===== src/rtl/alu_logic_pipe.sv =====
`default_nettype none
// +----------------------------------------------------------------------------+
// | Module   : alu_logic_pipe                                                  |
// | Brief    : LEGv8 bitwise-op unit with a bubble-collapsing valid/ready pipe |
// | Revision : 1.0 - initial release                                           |
// +----------------------------------------------------------------------------+
module alu_logic_pipe #(
  parameter int DATA_WIDTH = 64,
  parameter int STAGES     = 2,
  parameter int TAG_WIDTH  = 5
) (
  input  logic                          clk,
  input  logic                          rst_n,
  input  logic                          in_valid,
  output logic                          in_ready,
  input  logic [2:0]                    op,
  input  logic [DATA_WIDTH-1:0]         A,
  input  logic [DATA_WIDTH-1:0]         B,
  input  logic [TAG_WIDTH-1:0]          in_tag,
  output logic                          out_valid,
  input  logic                          out_ready,
  output logic [DATA_WIDTH-1:0]         result,
  output logic [TAG_WIDTH-1:0]          out_tag,
  output logic                          zero,
  output logic                          negative,
  output logic [$clog2(STAGES+1)-1:0]   occupancy
);

  localparam int         c_occ_w  = $clog2(STAGES + 1);
  localparam logic [2:0] c_op_and = 3'b000;
  localparam logic [2:0] c_op_orr = 3'b001;
  localparam logic [2:0] c_op_eor = 3'b010;
  localparam logic [2:0] c_op_bic = 3'b011;
  localparam logic [2:0] c_op_orn = 3'b100;
  localparam logic [2:0] c_op_eon = 3'b101;
  localparam logic [2:0] c_op_mov = 3'b110;

  logic [DATA_WIDTH-1:0] w_result;
  logic                  w_zero_in;
  logic                  w_neg_in;
  logic [STAGES-1:0]     w_valid;
  logic [STAGES-1:0]     w_adv;

  always_comb begin
    w_result = ~B;
    case (op)
      c_op_and: w_result = A & B;
      c_op_orr: w_result = A | B;
      c_op_eor: w_result = A ^ B;
      c_op_bic: w_result = A & ~B;
      c_op_orn: w_result = A | ~B;
      c_op_eon: w_result = A ^ ~B;
      c_op_mov: w_result = A;
      default:  w_result = ~B;
    endcase
  end

  assign w_zero_in = (w_result == '0);
  assign w_neg_in  = w_result[DATA_WIDTH-1];

  generate
    for (genvar k = 0; k < STAGES; k++) begin : g_stage
      logic                  r_valid;
      logic [DATA_WIDTH-1:0] r_data;
      logic [TAG_WIDTH-1:0]  r_tag;
      logic                  r_zero;
      logic                  r_neg;
      logic                  w_src_valid;
      logic [DATA_WIDTH-1:0] w_src_data;
      logic [TAG_WIDTH-1:0]  w_src_tag;
      logic                  w_src_zero;
      logic                  w_src_neg;

      // A stage may load whenever any stage from here to the output is empty,
      // which is what lets bubbles collapse under a stalled consumer.
      assign w_adv[k]   = out_ready | ~(&w_valid[STAGES-1:k]);
      assign w_valid[k] = r_valid;

      if (k == 0) begin : g_src
        assign w_src_valid = in_valid;
        assign w_src_data  = w_result;
        assign w_src_tag   = in_tag;
        assign w_src_zero  = w_zero_in;
        assign w_src_neg   = w_neg_in;
      end else begin : g_src
        assign w_src_valid = g_stage[k-1].r_valid;
        assign w_src_data  = g_stage[k-1].r_data;
        assign w_src_tag   = g_stage[k-1].r_tag;
        assign w_src_zero  = g_stage[k-1].r_zero;
        assign w_src_neg   = g_stage[k-1].r_neg;
      end

      always_ff @(posedge clk or negedge rst_n) begin
        if (!rst_n) begin
          r_valid <= 1'b0;
          r_data  <= '0;
          r_tag   <= '0;
          r_zero  <= 1'b0;
          r_neg   <= 1'b0;
        end else if (w_adv[k]) begin
          r_valid <= w_src_valid;
          r_data  <= w_src_data;
          r_tag   <= w_src_tag;
          r_zero  <= w_src_zero;
          r_neg   <= w_src_neg;
        end
      end
    end
  endgenerate

  assign in_ready  = w_adv[0];
  assign out_valid = g_stage[STAGES-1].r_valid;
  assign result    = g_stage[STAGES-1].r_data;
  assign out_tag   = g_stage[STAGES-1].r_tag;
  assign zero      = g_stage[STAGES-1].r_zero;
  assign negative  = g_stage[STAGES-1].r_neg;
  assign occupancy = c_occ_w'($countones(w_valid));

endmodule
`default_nettype wire


===== config.mk =====
export PLATFORM = sky130hd
export DESIGN_NAME = alu_logic_pipe
export DESIGN_NICKNAME = d
export VERILOG_FILES = /design/src/rtl/alu_logic_pipe.sv
export SDC_FILE = /design/constraint.sdc
export NUM_CORES = 1
export LEC_CHECK = 0
export CAP_MARGIN = 30
export CORE_MARGIN = 4
export CORE_UTILIZATION = 54
export DETAILED_ROUTE_END_ITERATION = 10
export GPL_TIMING_DRIVEN = 0
export PLACE_DENSITY = 0.85
export SLEW_MARGIN = 20
export SYNTH_ARGS = -nofsm -noshare
export SYNTH_HDL_FRONTEND = slang
export SYNTH_SLANG_ARGS = --single-unit

===== constraint.sdc =====
create_clock -name clk -period 3.4 [get_ports clk]
set_input_delay 0.51 -clock clk [delete_from_list [all_inputs] [get_ports clk]]
set_output_delay 0.51 -clock clk [all_outputs]
set_load 0.005 [all_outputs]

# [After elaboration in Yosys (flattened, before gate mapping)]
# Index checks and enable logic that the tools add are counted.
# Widths: inputs -> output; s select.
[word_totals] regBits=144 inputBits=140 out_inout_bits=75 elab_cells=32
[op_classes] addsub=1 eq_ne=6 n_mux=1 bitwise=11 n_reduce_logical=3
[ops] operator="$pmux 64 s7" count=1
[ops] operator="$and 64x64->64" count=2
[ops] operator="$or 64x64->64" count=2
[ops] operator="$xor 64x64->64" count=2
[ops] operator="$logic_not 64->1" count=1
[ops] operator="$not 64->64" count=1
[ops] operator="$eq 3x3->1 const B" count=3
[ops] operator="$eq 3x2->1 const B" count=2
[ops] operator="$eq 3x1->1 const B" count=1
[ops] operator="$logic_not 3->1" count=1
[ops] operator="$add 1x1->2" count=1
[ops] operator="$not 1->1" count=2
[ops] operator="$or 1x1->1" count=2
[ops] operator="$reduce_and 2->1" count=1

# [Depth between registers and ports, before layout]
[logic_depth] depth_word=4 mapped_depth=12 depth_no_buf=7

# [Least setup slack after synthesis]
# Ideal clock, no wire load.
[synth_path] path_type="input-to-reg" from="input op[0]" to="register g_stage[0].r_zero" setup_time_ps=66 arrival_time_ps=2202 required_time_ps=3334 slack_ps=1133 stages=9 n_path_buf=2 cell_sequence="buf_6 -> nand2b_1 -> buf_6 -> a221oi_2 -> a211oi_1 -> or4_1 -> nor4b_2 -> and4_1 -> a31o_1"
[synth_via] elab_chain_cells=3 elab_cells_between_ends=9 classes_between="eq/ne (6); mux (1); reduce/logical (2)"
[synth_lines] item="from (decl)" line_no="16" source="input logic [2:0] op,"
[synth_lines] item="$eq 3x3->1 (tied with other cells)" line_no="46" source="case (op)"
[synth_lines] item="$pmux 64 s7 (*)" line_no="46"
[synth_lines] item="$logic_not 64->1 (*)" line_no="58" source="assign w_zero_in = (w_result == '0);"
[synth_lines] item="to (signal assigned)" line_no="104" source="r_zero <= w_src_zero;"
[synth_lines] item="to (decl)" line_no="66" source="logic r_zero;"
# Mark *: on every way between the ends. The rest lies on a longest branch, timed or not.
# A chain may end at the register's enable or synchronous reset.

# [Worst setup path after layout]
[layout_path] from="input op[2]" to="register g_stage[0].r_zero"
# Same word-level chain as after synthesis.

==> summary.md <==
| Metric | Value |
|---|---|
| Run status | `finished clean` |
| Beginning of the worst register-to-register path | `out_valid$_DFFE_PN0P_` |
| Avg Cell Area, Syn | `approximately 9.0 µm²` |
| P per Cell Area | `447.9 mW/mm²` |
| Setup repair after global routing missed its margin | `no` |
| Max frequency | `approximately 300 MHz` |
| Die outline area | `about 0.02 mm²` |
| All-Layer GR Usage | `between 30% and 40%` |
| Worst-skew pair later-pin latency | `430 ps` |
| Post-route minimum period | `roughly 3300 ps` |
| Library cell used as clock root buffer | `clkbuf_16` |
| Portion of synthesized cell area occupied by the leading cell type | `a little under two fifths` |
| End-of-flow core utilization | `~73%` |
| Endpoint of the worst register-to-register path | `g_stage[0].r_data[61]$_DFFE_PN0P_` |
| Commonest cells post-synth | `dfrtp_1, mux2_2, nor2b_1` |
| Final Hold Violating Endpoints | `0` |
| Initial antenna violation count | `5` |
| Number of flops mapped to enable cells by yosys | `0` |
| Distinct cell type count of the synthesized netlist | `38` |
| Highest metal used | `met5` |
| Flop-to-flop setup slack | `around 1000 ps` |
| Dominant register cell in the synthesized netlist | `dfrtp_1` |
| Seq/Total Area, Yosys | `37.26%` |
| Max FO, Critical Path | `10` |
| Sum of met2 wire segment lengths after detailed routing | `around 15 mm` |
| Asr flop ratio synth | `100.0%` |
| Die height | `140.9 µm` |
| Gate Count Post-Synth | `between 1000 and 1500` |
| Total iterations of the first detailed-routing run | `8` |
| Post-route fraction of the period consumed by the critical path | `between 90% and 100%` |
| Count of boundary I/O pins | `215` |
| Clk sinks | `142` |
| Critical Path Start Type | `primary input` |
| # setup viols final | `0` |
| Number of warnings issued by yosys | `0` |
| Leak pwr | `between 4 and 5 nW` |
| Setup WS post-layout | `around 82 ps` |
| Area of the placeable core | `~0.017 mm²` |
| Total standard cell area after synthesis | `0.009538 mm²` |
| Largest area contributor in the synthesized netlist | `dfrtp_1` |
| DP HPWL | `~25 mm` |
| Routed via count | `9767` |
| Transition time at the pin with the least slew margin | `a little under 900 ps` |
| Nets | `approximately 1400` |
| Area grow syn2layout | `32.10%` |
| Largest buffer count on any clock path | `2` |
| Largest voltage drop on the vdd net | `roughly 0.38 mV` |
| Layout filler cell count | `between 1000 and 1500` |
| Remaining routing DRC violations | `0` |
| Total of flip-flops plus latches after synthesis | `142` |
| Average via count per standard cell | `roughly 6.4` |
| Depth of the worst register-to-register path | `5` |
| Most repeated cell in the gate-level netlist after synthesis | `dfrtp_1` |
| Average wire length per cell after detail routing | `between 20 and 25 µm` |
| Worst setup path category | `in -> reg` |
| Routed wire length | `roughly 34 mm` |
| Die X-Extent | `140.9 µm` |
| Worst-path clk slew | `about 60 ps` |
| Remaining antenna violation count | `0` |
| Sum of met3 wire segment lengths after detailed routing | `~4.1 mm` |
| Final hold slack | `~43 ps` |
| Nature of the critical path endpoint | `register` |
| Maximum level of the CTS H-tree | `4` |
| Initial Utilization | `a little under three fifths` |
| Max capacitance violation total | `0` |
| Largest net degree at the start of global routing | `91` |
| Worst hold path type | `in -> async` |
| Count of standard-cell rows | `48` |
| Post-route met1 wirelength | `between 10 and 15 mm` |
| Max-slew headroom | `roughly two fifths` |
| Maximum clock skew at final layout | `10.03 ps` |
| Final-report max-slew violation count | `0` |
| First-iteration detailed-routing DRC count | `about 1500` |
| Fraction of final layout cells with drive strength greater than 1 | `16.49%` |
| Overflow left after global routing | `0` |
| DP Area | `0.01199 mm²` |
| Total non-filler cell area in the finished layout | `between 0.01 and 0.015 mm²` |
| Setup slack at placement | `-504.3 ps` |
| Port Buffer Count | `approximately 210` |
| Crit path required time | `roughly 3700 ps` |
| Signal arrival time at the worst endpoint | `between 3000 and 4000 ps` |
| Wire length of the first global-routing pass | `roughly 53 mm` |
| Synth Net Count | `1200` |
| Via count of the first global-routing pass | `roughly 9500` |
| CTS Buf Count | `17` |
| TritonCTS clock tree | `yes` |
| Gpl congestion | `~0.98` |
| Main area contributors after synthesis | `dfrtp_1, mux2_2, nor2b_1` |
-- cells by family (layout without fill, tap and decap cells) --
| family | count (synthesis) | count (layout) | synth area share (%) |
|---|---|---|---|
| DFF | 142 | 142 | 37.26 |
| AOI/OAI and AO/OA | 284 | 284 | 19.14 |
| muxes | 132 | 132 | 15.58 |
| and+or+nand+nor | 403 | 403 | 23.22 |
| buffers and inverters | 97 | 342 | 4.670 |
| adders and majority gates | 1 | 1 | 0.1312 |
| other | 0 | 2 | 0 |
-- metrics by stage --
step | TNS (ps) | power (mW) | cells
3_3_place_gp | -521730 | 3.740 | 1498
6_report | 0 | 5.643 | 1531
4_1_cts | 0 | 5.637 | 1529
3_5_place_dp | -895.9 | 3.801 | 1499
5_1_grt | 0 | 5.877 | 1530
2_1_floorplan | 0 | 2.900 | 1059
-- placed cells by master, fill, tap and decap left out, types with 2 or more instances in the layout --
| cell | count |
|---|---|
| a211oi_1 | 43 |
| a211oi_2 | 3 |
| a21oi_1 | 63 |
| a221o_1 | 7 |
| a221oi_1 | 45 |
| a31oi_1 | 17 |
| and4_1 | 2 |
| buf_1 | 2 |
| buf_2 | 35 |
| buf_4 | 6 |
| buf_6 | 2 |
| bufinv_16 | 2 |
| clkbuf_1 | 48 |
| clkbuf_16 | 17 |
| clkdlybuf4s50_1 | 213 |
| clkinv_2 | 3 |
| clkinvlp_4 | 4 |
| dfrtp_1 | 142 |
| diode_2 | 2 |
| inv_1 | 2 |
| inv_6 | 3 |
| mux2_2 | 132 |
| nand2_1 | 74 |
| nand2b_1 | 77 |
| nand3_1 | 48 |
| nand3b_1 | 2 |
| nand4_1 | 2 |
| nor2_1 | 28 |
| nor2b_1 | 100 |
| nor3_1 | 9 |
| nor4_1 | 10 |
| o211ai_1 | 7 |
| o21ai_0 | 70 |
| o21ai_1 | 6 |
| o22ai_1 | 18 |
| or3_1 | 46 |
-- metal layers --
layer / up-vias / GRT usage (%)
li1: 4360 / -
met1: 4614 / 43.52
met2: 640 / 52.80
met3: 145 / 10.14
met4: 8 / 15.66
met5: - / 0
-- report_power, final --
| group | total [mW] | switching (mW) | internal (mW) |
|---|---|---|---|
| clock | 1.82 | 0.746 | 1.08 |
| sequential | 2.16 | 0.170 | 1.99 |
| combinational | 1.66 | 0.743 | 0.916 |
| total | 5.64 | 1.66 | 3.98 |
-- worst max-delay path, cell delays in order --
cell and delay, ps:
clkdlybuf4s50_1 470, buf_2 210, buf_1 520, buf_2 330, buf_2 290, a21oi_1 70, a211oi_1 580, nor4_1 120
nand4_1 190, nor2_1 100, a31o_1 230
-- sequential cells by signal (all words and copies together), names as in the netlist --
name	flops
g_stage.r_data	64
result	64
g_stage.r_tag	5
out_tag	5
g_stage.r_valid	1
g_stage.r_zero	1
out_valid	1
zero	1
-- timing repair --
action                     CTS  global route
setup buffers                0             0
gates resized for setup      2             9
hold endpoints to repair     0             0
hold buffers                 0             0
setup endpoints to repair    2             2
-- area by class of cell --
type | count | area [µm²] | area share, %
Sequential cell | 142 | 3553 | 28.20
Timing Repair Buffer | 215 | 2175 | 17.26
Clock inverter | 13 | 140.1 | 1.112
Tap cell | 225 | 281.5 | 2.234
Multi-Input combinational cell | 820 | 5569 | 44.20
Antenna cell | 2 | 5.005 | 0.03972
Inverter | 2 | 7.507 | 0.05958
Clock buffer | 18 | 429.2 | 3.406
Buffer | 94 | 439.2 | 3.486
-- worst max-delay path by stage --
stage	from	end	slack, ps	cells after the start
2_1_floorplan	op[0]	g_stage[0].r_zero$_DFFE_PN0P_	1130	9
3_3_place_gp	rst_n	result[38]$_DFFE_PN0P_	-3690	1
3_5_place_dp	out_ready	in_ready	-500	6
4_1_cts	op[2]	g_stage[0].r_zero$_DFFE_PN0P_	30	11
5_1_grt	op[2]	g_stage[0].r_zero$_DFFE_PN0P_	0.04	12
6_report	op[2]	g_stage[0].r_zero$_DFFE_PN0P_	80	11
No activity file was read; power rests on OpenSTA's default activity.
